**src/rtl/ser_pkg.sv**
```systemverilog
// Shared widths and FSM state encoding for the 16-bit serializer.
// Imported by serializer16 and mux16x1.
package ser_pkg;

  localparam int WORD_W = 16;
  localparam int SEL_W  = 4;

  typedef enum logic {
    IDLE  = 1'b0,
    SHIFT = 1'b1
  } state_e;

endpackage

```
**src/rtl/serializer16_mux16x1.sv**
```systemverilog
// Gate-level 16:1 mux built from a tree of 2:1 AND/OR stages.
// Ports: D (16 data bits), S (4-bit select), Y (selected bit).
module mux16x1
  import ser_pkg::*;
(
  input  logic [WORD_W-1:0] D,
  input  logic [SEL_W-1:0]  S,
  output logic              Y
);

  logic [7:0] l1;
  logic [3:0] l2;
  logic [1:0] l3;

  for (genvar i = 0; i < 8; i++) begin : g_l1
    assign l1[i] = (D[2*i]   & ~S[0])
                 | (D[2*i+1] &  S[0]);
  end

  for (genvar i = 0; i < 4; i++) begin : g_l2
    assign l2[i] = (l1[2*i]   & ~S[1])
                 | (l1[2*i+1] &  S[1]);
  end

  for (genvar i = 0; i < 2; i++) begin : g_l3
    assign l3[i] = (l2[2*i]   & ~S[2])
                 | (l2[2*i+1] &  S[2]);
  end

  assign Y = (l3[0] & ~S[3]) | (l3[1] & S[3]);

endmodule

```
**src/rtl/serializer16.sv**
```systemverilog
// 16-bit parallel-to-serial converter with valid/ready on both sides.
// Ports: clk, rst, load_valid/load_data/load_ready in; ser_* out, sel, done.
module serializer16
  import ser_pkg::*;
#(
  parameter bit MSB_FIRST = 1'b0
) (
  input  logic              clk,
  input  logic              rst,
  input  logic              load_valid,
  input  logic [WORD_W-1:0] load_data,
  output logic              load_ready,
  input  logic              ser_ready,
  output logic              ser_valid,
  output logic              ser_out,
  output logic [SEL_W-1:0]  sel,
  output logic              ser_last,
  output logic              done
);

  localparam logic [SEL_W-1:0] HI_IDX = SEL_W'(WORD_W - 1);
  localparam logic [SEL_W-1:0] FIRST_IDX =
    MSB_FIRST ? HI_IDX : '0;
  localparam logic [SEL_W-1:0] LAST_IDX =
    MSB_FIRST ? '0 : HI_IDX;

  state_e            state_q, state_d;
  logic [WORD_W-1:0] word_q, word_d;
  logic [SEL_W-1:0]  sel_q, sel_d;
  logic              done_q, done_d;

  logic bit_acc;
  logic word_acc;
  logic mux_y;

  mux16x1 u_mux (
    .D (word_q),
    .S (sel_q),
    .Y (mux_y)
  );

  always_comb begin
    ser_valid  = (state_q == SHIFT);
    ser_last   = ser_valid && (sel_q == LAST_IDX);
    // Only the last bit frees the word register, so a new word may
    // slip in on that same edge for gapless back-to-back streaming.
    load_ready = (state_q == IDLE) || (ser_last && ser_ready);
    ser_out    = mux_y & ser_valid;
    sel        = sel_q;
    done       = done_q;
    bit_acc    = ser_valid && ser_ready;
    word_acc   = load_valid && load_ready;
  end

  always_comb begin
    state_d = state_q;
    word_d  = word_q;
    sel_d   = sel_q;
    done_d  = bit_acc && ser_last;
    unique case (state_q)
      IDLE: begin
        if (word_acc) begin
          word_d  = load_data;
          sel_d   = FIRST_IDX;
          state_d = SHIFT;
        end
      end
      SHIFT: begin
        if (bit_acc) begin
          if (ser_last) begin
            if (word_acc) begin
              word_d = load_data;
              sel_d  = FIRST_IDX;
            end else begin
              state_d = IDLE;
              sel_d   = '0;
            end
          end else if (MSB_FIRST) begin
            sel_d = sel_q - SEL_W'(1);
          end else begin
            sel_d = sel_q + SEL_W'(1);
          end
        end
      end
      default: state_d = IDLE;
    endcase
  end

  always_ff @(posedge clk) begin
    if (rst) begin
      state_q <= IDLE;
      word_q  <= '0;
      sel_q   <= '0;
      done_q  <= 1'b0;
    end else begin
      state_q <= state_d;
      word_q  <= word_d;
      sel_q   <= sel_d;
      done_q  <= done_d;
    end
  end

endmodule

```
**config.mk**
```make
export PLATFORM = sky130hd
export DESIGN_NAME = serializer16
export DESIGN_NICKNAME = d
export VERILOG_FILES = /design/src/rtl/ser_pkg.sv /design/src/rtl/serializer16_mux16x1.sv /design/src/rtl/serializer16.sv
export SDC_FILE = /design/constraint.sdc
export NUM_CORES = 1
export LEC_CHECK = 0
export ABC_AREA = 1
export CORE_MARGIN = 10
export CORE_UTILIZATION = 28
export CTS_CLUSTER_SIZE = 16
export DETAILED_ROUTE_END_ITERATION = 10
export GPL_TIMING_DRIVEN = 0
export SLEW_MARGIN = 25
export SYNTH_ARGS = -nofsm -noshare
export SYNTH_HDL_FRONTEND = slang
export SYNTH_HIERARCHICAL = 1
export SYNTH_SLANG_ARGS = --single-unit
```
**constraint.sdc**
```tcl
create_clock -name clk -period 3.8 [get_ports clk]
set_input_delay 0.38 -clock clk [delete_from_list [all_inputs] [get_ports clk]]
set_output_delay 0.38 -clock clk [all_outputs]
set_load 0.01 [all_outputs]
```
==> out/results.tsv, run 1 <==
metric	value	unit
synth_area	0.00139	mm2
grtUsageMet3	1.25	%
drv_cap	0	
yosysTopAreaCell	dfxtp_1	
rows	25	
antenna_left	0	
status	finished, final reports clean	
core	0.00475	mm2
path_class	reg -> out	
diodes	0	
use_met2	15.3	%
fmax	0.410	GHz
cts_resized	0	
tritoncts	yes	
slew_headroom	68.8	%
fill_cells	545	
wl	3.19	mm
die_h	90.4	um
place_hpwl	2.53	mm
whs_path_depth	4	
grt_usage	8.51	%
power.density	309	mW/mm2
r2r_slack	2.12	ns
synthTopCellsByCount	inv_1 (71), nand2_1 (56), dfxtp_1 (22)	
grt_pass1_wl	6.02	mm
min_path_type	reg -> reg	
cp_slowest_cell	dfxtp_1	
synthArstFlopShare	0	%
grt_overflow	0	
cts_root_buf	clkbuf_8	
clock_path_buffers	2	
synth_cells	233	
io_pins	29	
gp_congestion	0.767	
wl_per_cell	9.62	um
syn2layout_area_growth	29.5	%
synth_flop_cell	dfxtp_1	
path_cells	ha_1 -> nand3_2 -> nand2_4 -> nand2_1 -> inv_1 -> clkdlybuf4s50_1	
leakage	0.937	nW
syn-num-nets	254	
die_w	90.4	um
nets	286	
drv_slew	0	
vias	1359	
hold_path_end	word_q[6]	
start_util	29.2	%
synth_area_per_cell	5.95	um2
critPathArrivalTime	2.06	ns
worstRegToRegCells	7	
synth.most_common_cell	inv_1	
peakVddDrop	0.110	mV
cp-start-kind	flip-flop	
min-delay-start	word_q[6]	
io_buffers	27	
grt_max_degree	13	
worst_ep_required_time	3.42	ns
synth-seq-cells	22	
r2r_start	sel[1]	
ys_seq_area_share	31.8	%
crit_path_max_incr_delay	0.53	ns
path_clk_slew	0.08	ns
die_area	0.00817	mm2
grt_busiest_layer	met2	
drtPass1Iterations	4	
ctsHoldBuffers	0	
finalCoreUtilization	37.8	%
cp-end-kind	primary output	
antenna_found_initial	0	
first_iter_violations	98	
clock_latency	0.26	ns
fin_tns_setup	0	ns
cts.sinks	22	
setup_viol	0	
fin_skew	0.00302	ns
met1_usage	9.78	%
grt_pass1_vias	1364	
r2r-end	word_q[15]	
synth_top_area_share	31.8	%
ys_warn_count	6	
cts_buffers	3	
fin_crit_sh	64.2	%
rsz0062_at_grt	no	
ctsHtreeMaxLevel	1	
tightestPinTransition	0.469	ns
hold_viol_final	0	
period_minus_slack	2.44	ns
drc	0	
synth_edf_count	0	
synth_area_leaders	dfxtp_1 (32%), inv_1 (19%), nand2_1 (15%)	
synth.distinct_cells	21	
routed_via_density	4.11	
worst-path-max-fanout	10	
post_cts_buffers	0	
layout-drive-gt1-share	8.33	%
cell type report:
type                    instances  area [um2]  share of cell area, %
well taps                      67        83.8                   4.67
repair buffers                 27         270                   15.1
multi-input cells             128         607                   33.8
inverters                      74         285                   15.9
clock buffers                   4        55.1                   3.07
flip-flops and latches         22         440                   24.5
plain buffers                   9        53.8                   3.00
layer usage:
layer	wire (um)	part of all wire, %
met5	0	0
met4	36	1.1
met3	120	3.8
met2	1600	50
met1	1430	45
cell usage in the layout, fill, tap and decap left out, drive strengths merged:
| cell | n |
|---|---|
| buf | 6 |
| clkbuf | 7 |
| inv | 74 |
| o21ai | 4 |
| nor3 | 1 |
| dfxtp | 22 |
| nand2 | 63 |
| clkdlybuf4s50 | 27 |
| nor2 | 20 |
| ha | 1 |
| nand4 | 18 |
| nand3 | 18 |
| a21oi | 3 |
sequential cells by signal, summed over array words and instances (netlist names):
name and flops:
done 1, sel 4, ser_valid 1, word_q 16
how the worst max path moves through the flow:
stage / start / endpoint / slack (ns) / depth (start not counted)
after floorplan: sel[1] / load_ready / 2.26 / 5
after global placement: ser_ready / load_ready / 1.62 / 6
after detailed placement: sel[1] / load_ready / 1.61 / 6
after CTS: sel[1] / load_ready / 1.32 / 6
after global routing: sel[1] / load_ready / 1.21 / 6
final: sel[1] / load_ready / 1.36 / 6
worst max-delay path, delay by kind of cell, from the launching register on:
family	cells	cell delay, ns
buffers and inverters	2	0.59
flip-flops	1	0.53
AND/OR/NAND/NOR	3	0.38
adder cells (fa/ha/maj)	1	0.30
through the flow:
step	total power, mW	area (um2)	hold slack (ns)	setup WS, ns	cells
global placement	0.391	1740	0.501	1.62	327
floorplan	0.348	1390	0.449	2.26	233
finish	0.554	1800	0.513	1.36	331
detailed placement	0.393	1740	0.501	1.61	327
CTS	0.561	1800	0.515	1.32	331
global route	0.595	1800	0.545	1.21	331
cells by family after synthesis:
| logic type | after synthesis | share of synthesized area [%] |
|---|---|---|
| compound gates | 7 | 2.53 |
| simple gates | 120 | 40.3 |
| fa+ha+maj | 1 | 0.902 |
| flops | 22 | 31.8 |
| buf+inv | 83 | 24.5 |
power by group:
group          internal (mW)  switching (mW)  total, mW
clock                 0.0923          0.0762      0.169
combinational         0.0598          0.0691      0.129
sequential             0.246          0.0106      0.257
total                  0.398           0.156      0.554
Note: power is estimated with default switching activity, not from simulation.
==> run 2: changes to the inputs <==
==> constraint.sdc (replaced) <==
create_clock -name clk -period 2.1 [get_ports clk]
set_input_delay 0.21 -clock clk [delete_from_list [all_inputs] [get_ports clk]]
set_output_delay 0.21 -clock clk [all_outputs]
set_load 0.01 [all_outputs]
==> out/results.tsv, run 2 (synthesis gave the netlist of run 1 again) <==
metric	value	unit	change
stdcell_area	0.00183	mm2	+2.2%
place_hpwl	2.53	mm	unchanged
grt_usage	8.62	%	+0.10 points
die_h	90.4	um	unchanged
grt_pass1_wl	6.08	mm	+1.0%
p_switching	282	uW	+81%
r2r_slack	0.52	ns	-1.60 ns
cts_buffers	3		unchanged
ctsHtreeMaxLevel	1		unchanged
hold_viol_final	0		unchanged
diodes	0		unchanged
path_clk_slew	0.08	ns	about the same
fill_cells	541		-0.73%
fmax	0.505	GHz	
wl	3.21	mm	+0.91%
clock_path_buffers	2		unchanged
dp_cells	327		unchanged
status	finished, final reports clean		
slew_headroom	68.8	%	about the same
path_class	reg -> out		
drc	0		unchanged
power.density	548	mW/mm2	+77%
drv_cap	0		unchanged
drtPass1Iterations	4		unchanged
tritoncts	yes		
routed_via_density	4.08		-0.68%
drv_slew	0		unchanged
vias	1362		+0.22%
rsz0062_at_grt	no		
io_buffers	27		unchanged
dp_slack	0.0832	ns	-1.53 ns
path_cells	ha_2 -> nand3_2 -> nand2_4 -> nand2_1 -> inv_1 -> clkdlybuf4s50_1		
finalCoreUtilization	38.6	%	+0.82 points
syn2layout_area_growth	32.3	%	
whs_path_depth	4		unchanged
leakage	0.970	nW	+3.5%
cp_slowest_cell	clkdlybuf4s50_1		
crit_path_max_incr_delay	0.53	ns	about the same
final_cell_mix	inv_1 (71), nand2_1 (56), clkdlybuf4s50_1 (26), nor2_1 (20), dfxtp_1 (20)		
fin_ws	0.121	ns	-1.24 ns
worst_ep_required_time	1.89	ns	-1.53 ns
peakVddDrop	0.200	mV	+81%
die_area	0.00817	mm2	unchanged
min_path_type	in -> reg		
first_iter_violations	111		+13%
rows	25		unchanged
r2r-end	word_q[15]		
clock_latency	0.26	ns	about the same
fin_tns_setup	0	ns	unchanged
nets	289		+1.0%
path_buf_inv	2		unchanged
wl_per_cell	9.62	um	about the same
grt_max_degree	13		unchanged
tightestPinTransition	0.469	ns	-0.0000123 ns
switching_share	28.0	%	-0.098 points
antenna_found_initial	0		unchanged
core	0.00475	mm2	unchanged
gp_congestion	0.767		unchanged
whs	0.381	ns	-0.132 ns
layout_commonest_cell	inv_1		
placed_area	0.00174	mm2	unchanged
grt_overflow	0		unchanged
setup_viol	0		unchanged
antenna_left	0		unchanged
clockPowerShare	30.2	%	-0.2 points
p_seq_share	46.1	%	-0.2 points
io_pins	29		unchanged
min-delay-start	load_valid		
grt_pass1_vias	1371		+0.51%
layout-drive-gt1-share	10.5	%	+2.2 points
cp-end-kind	primary output		
start_util	29.2	%	unchanged
critPathArrivalTime	1.77	ns	-0.29 ns
p_comb_share	23.7	%	+0.4 points
fin_skew	0.00410	ns	+0.00107 ns
cts_root_buf	clkbuf_8		
worstRegToRegCells	8		+1
power.total	1.00	mW	+81%
hold_path_end	word_q[1]		
die_w	90.4	um	unchanged
cp-start-kind	flip-flop		
worst-path-max-fanout	7		-3
fin_crit_sh	94.2	%	
cts.sinks	22		unchanged
fin_cells	334		+0.91%
largest_reg_flops	16		unchanged
r2r_start	sel[0]		
internal_power	723	uW	+81%
cp_top_family	buffers and inverters		
period_minus_slack	1.98	ns	
ctsHoldBuffers	0		unchanged
regMostFlops	word_q		
-- run 2: cell count changes in the layout (fill, tap and decap cells not counted) --
cell / delta
buf_4: +3
buf_6: -1
buf_8: +1
clkdlybuf4s50_1: -1
dfxtp_1: -2
dfxtp_4: +2
dlymetal6s2s_1: +1
ha_1: -1
ha_2: +1
-- run 2: final cells by class --
| cell class | instances | area (um2) | share of cell area [%] |
|---|---|---|---|
| inverter | 74 | 285 | 15.6 |
| timing repair buffer | 30 | 295 | 16.1 |
| tap | 67 | 83.8 | 4.57 |
| multi-input combinational | 128 | 609 | 33.2 |
| buffer | 9 | 57.6 | 3.14 |
| clock buffer | 4 | 55.1 | 3.00 |
| sequential | 22 | 448 | 24.4 |
-- run 2: worst max path at each step --
stage,cells after the start,start,to,slack [ns]
after floorplan,7,sel[1],word_q[10],0.62
after global placement,6,sel[1],load_ready,0.11
after detailed placement,6,sel[1],load_ready,0.08
after CTS,10,sel[0],ser_out,0.02
after global routing,5,sel[2],load_ready,0.01
final,6,sel[0],load_ready,0.12
-- run 2: worst register-to-register path: cells and delay by family, from the launching register on --
family | cells | cell delay (ns)
flops | 1 | 0.40
simple gates | 5 | 0.48
buf+inv | 2 | 0.39
fa+ha+maj | 1 | 0.22
-- run 2: per-layer routing --
| layer | share of wire [%] | GRT usage [%] |
|---|---|---|
| met1 | 45 | 9.82 |
| met2 | 51 | 15.6 |
| met3 | 3.0 | 1.25 |
| met4 | 1.1 | 3.58 |
| met5 | 0 | 0 |
-- run 2: timing repair --
action / CTS / global route
setup buffers: 1 / 2
cloned: 0 / 0
pin swaps: 1 / 0
setup endpoints to repair: 2 / 2
resized for setup: 4 / 3
-- run 2: power by group through the flow --
stage          Clock [mW]  Combinational, mW  Sequential (mW)
6_report            0.303              0.238            0.463
5_1_grt             0.333              0.280            0.469
4_1_cts             0.313              0.239            0.465
3_5_place_dp            0              0.235            0.476
3_3_place_gp            0              0.232            0.474
2_1_floorplan           0              0.158            0.471
==> run 3: changes to the inputs <==
--- a/config.mk
+++ b/config.mk
@@ -7,10 +7,11 @@
 export LEC_CHECK = 0
 export ABC_AREA = 1
 export CORE_MARGIN = 10
-export CORE_UTILIZATION = 28
+export CORE_UTILIZATION = 41
 export CTS_CLUSTER_SIZE = 16
 export DETAILED_ROUTE_END_ITERATION = 10
 export GPL_TIMING_DRIVEN = 0
+export PLACE_DENSITY = 0.69
 export SLEW_MARGIN = 25
 export SYNTH_ARGS = -nofsm -noshare
 export SYNTH_HDL_FRONTEND = slang
==> out/results.tsv, run 3 (synthesis gave the netlist of run 1 again) <==
metric	value	unit	change
status	finished, final reports clean		
startpoint	sel[1]		
grt_pass1_vias	1282		-6.5%
ff_latch_area	448	um2	unchanged
fin_skew	0.0106	ns	+0.00648 ns
min-delay-start	load_valid		
layout-drive-gt1-share	10.2	%	-0.34 points
die_area	0.00611	mm2	-25%
drv_slew	0		unchanged
diodes	0		unchanged
clock_latency	0.31	ns	+0.05 ns
tritoncts	yes		
vias	1342		-1.5%
wl_per_cell	10.3	um	+7.0%
whs	0.319	ns	-0.0622 ns
r2r_start	sel[1]		
syn2layout_area_growth	27.9	%	
ctsHoldBuffers	0		unchanged
power.total	938	uW	-6.7%
regMostFlops	word_q		
period_minus_slack	1.87	ns	-0.110 ns
fill_cells	368		-32%
place_hpwl	2.35	mm	-7.2%
rows	21		-16%
final_cell_mix	inv_1 (71), nand2_1 (56), clkdlybuf4s50_1 (25), nor2_1 (20), dfxtp_1 (20)		
grt_max_degree	13		unchanged
routed_via_density	4.30		+5.5%
worst-path-max-fanout	10		+3
die_w	78.2	um	-14%
ctsHtreeMaxLevel	1		unchanged
tightestPinTransition	0.483	ns	+0.0142 ns
finalCoreUtilization	53.6	%	+15 points
fmax	0.535	GHz	+5.9%
wl	3.21	mm	about the same
setup_viol	0		unchanged
slew_headroom	67.8	%	-0.95 points
start_util	41.9	%	+13 points
core	0.00331	mm2	-30%
fin_crit_sh	89.0	%	-5.3 points
path_cells	ha_2 -> nand4_1 -> inv_1 -> clkdlybuf4s50_1		
cp_top_family	buffers and inverters		
rsz0062_at_grt	no		
layout_commonest_cell	inv_1		
peakVddDrop	0.313	mV	+57%
nets	288		-0.35%
grt_usage	10.7	%	+2.1 points
io_buffers	27		unchanged
whs_path_depth	4		unchanged
grt_overflow	0		unchanged
cts.sinks	22		unchanged
min_path_type	in -> reg		
drtPass1Iterations	4		unchanged
io_pins	29		unchanged
stdcell_area	0.00177	mm2	-3.3%
crit_path_max_incr_delay	0.53	ns	about the same
cp-end-kind	primary output		
cp-start-kind	flip-flop		
placed_area	0.00171	mm2	-1.5%
drc	0		unchanged
worstRegToRegCells	8		unchanged
cts_root_buf	clkbuf_4		
leakage	0.944	nW	-2.7%
cts_buffers	3		unchanged
hold_viol_final	0		unchanged
largest_reg_flops	16		unchanged
path_class	reg -> out		
first_iter_violations	130		+17%
worst_ep_required_time	1.89	ns	about the same
clock_path_buffers	2		unchanged
critPathArrivalTime	1.66	ns	-0.11 ns
antenna_found_initial	0		unchanged
cp_slowest_cell	clkdlybuf4s50_1		
multiInputGateArea	609	um2	unchanged
fin_tns_setup	0	ns	unchanged
antenna_left	0		unchanged
drv_cap	0		unchanged
path_buf_inv	2		unchanged
power.density	529	mW/mm2	-3.4%
cp_num_cells	4		-2
grt_pass1_wl	5.58	mm	-8.3%
gp_congestion	0.804		+4.9%
path_clk_slew	0.13	ns	+0.05 ns
die_h	78.2	um	-14%
[run 3: layout make-up]
| type | count | area share [%] |
|---|---|---|
| clock buffers | 4 | 2.05 |
| well taps | 46 | 3.25 |
| repair buffers | 29 | 15.9 |
| plain buffers | 9 | 3.03 |
| multi-input cells | 128 | 34.4 |
| inverters | 74 | 16.1 |
| flip-flops and latches | 22 | 25.3 |
[run 3: metrics by stage]
step                std cells  setup WS [ns]
global route              312          0.109
global placement          306          0.122
detailed placement        306          0.105
CTS                       312          0.210
floorplan                 233          0.623
finish                    312          0.232
[run 3: power breakdown]
group / leakage [nW] / internal, mW / switching, mW
Sequential: 0.182 / 0.445 / 0.0178
Clock: 0.0210 / 0.106 / 0.131
Combinational: 0.740 / 0.109 / 0.129
Total: 0.944 / 0.660 / 0.278
[run 3: routing by layer]
layer | vias to the layer above | wire (um) | GRT usage, %
met5 | - | 0 | 0
met4 | 0 | 38 | 4.30
met3 | 2 | 76 | 1.48
met2 | 19 | 1530 | 18.0
met1 | 569 | 1570 | 13.3
li1 | 752 | - | -
[run 3: final timing paths]
kind,endpoint,slack (ns)
min,word_q[5],0.32
max,ser_last,0.23
min reg2reg,word_q[11],0.52
max reg2reg,word_q[14],0.46
[run 3: what timing repair did]
item / CTS / global route
endpoints found under the setup margin: 2 / 0
setup buffers: 2 / 0
gates resized for setup: 7 / 0
[run 3: worst min-delay path, delay by kind of cell]
kind | cells | cell delay, ns
buffers and inverters | 1 | 0.17
and+or+nand+nor | 3 | 0.21
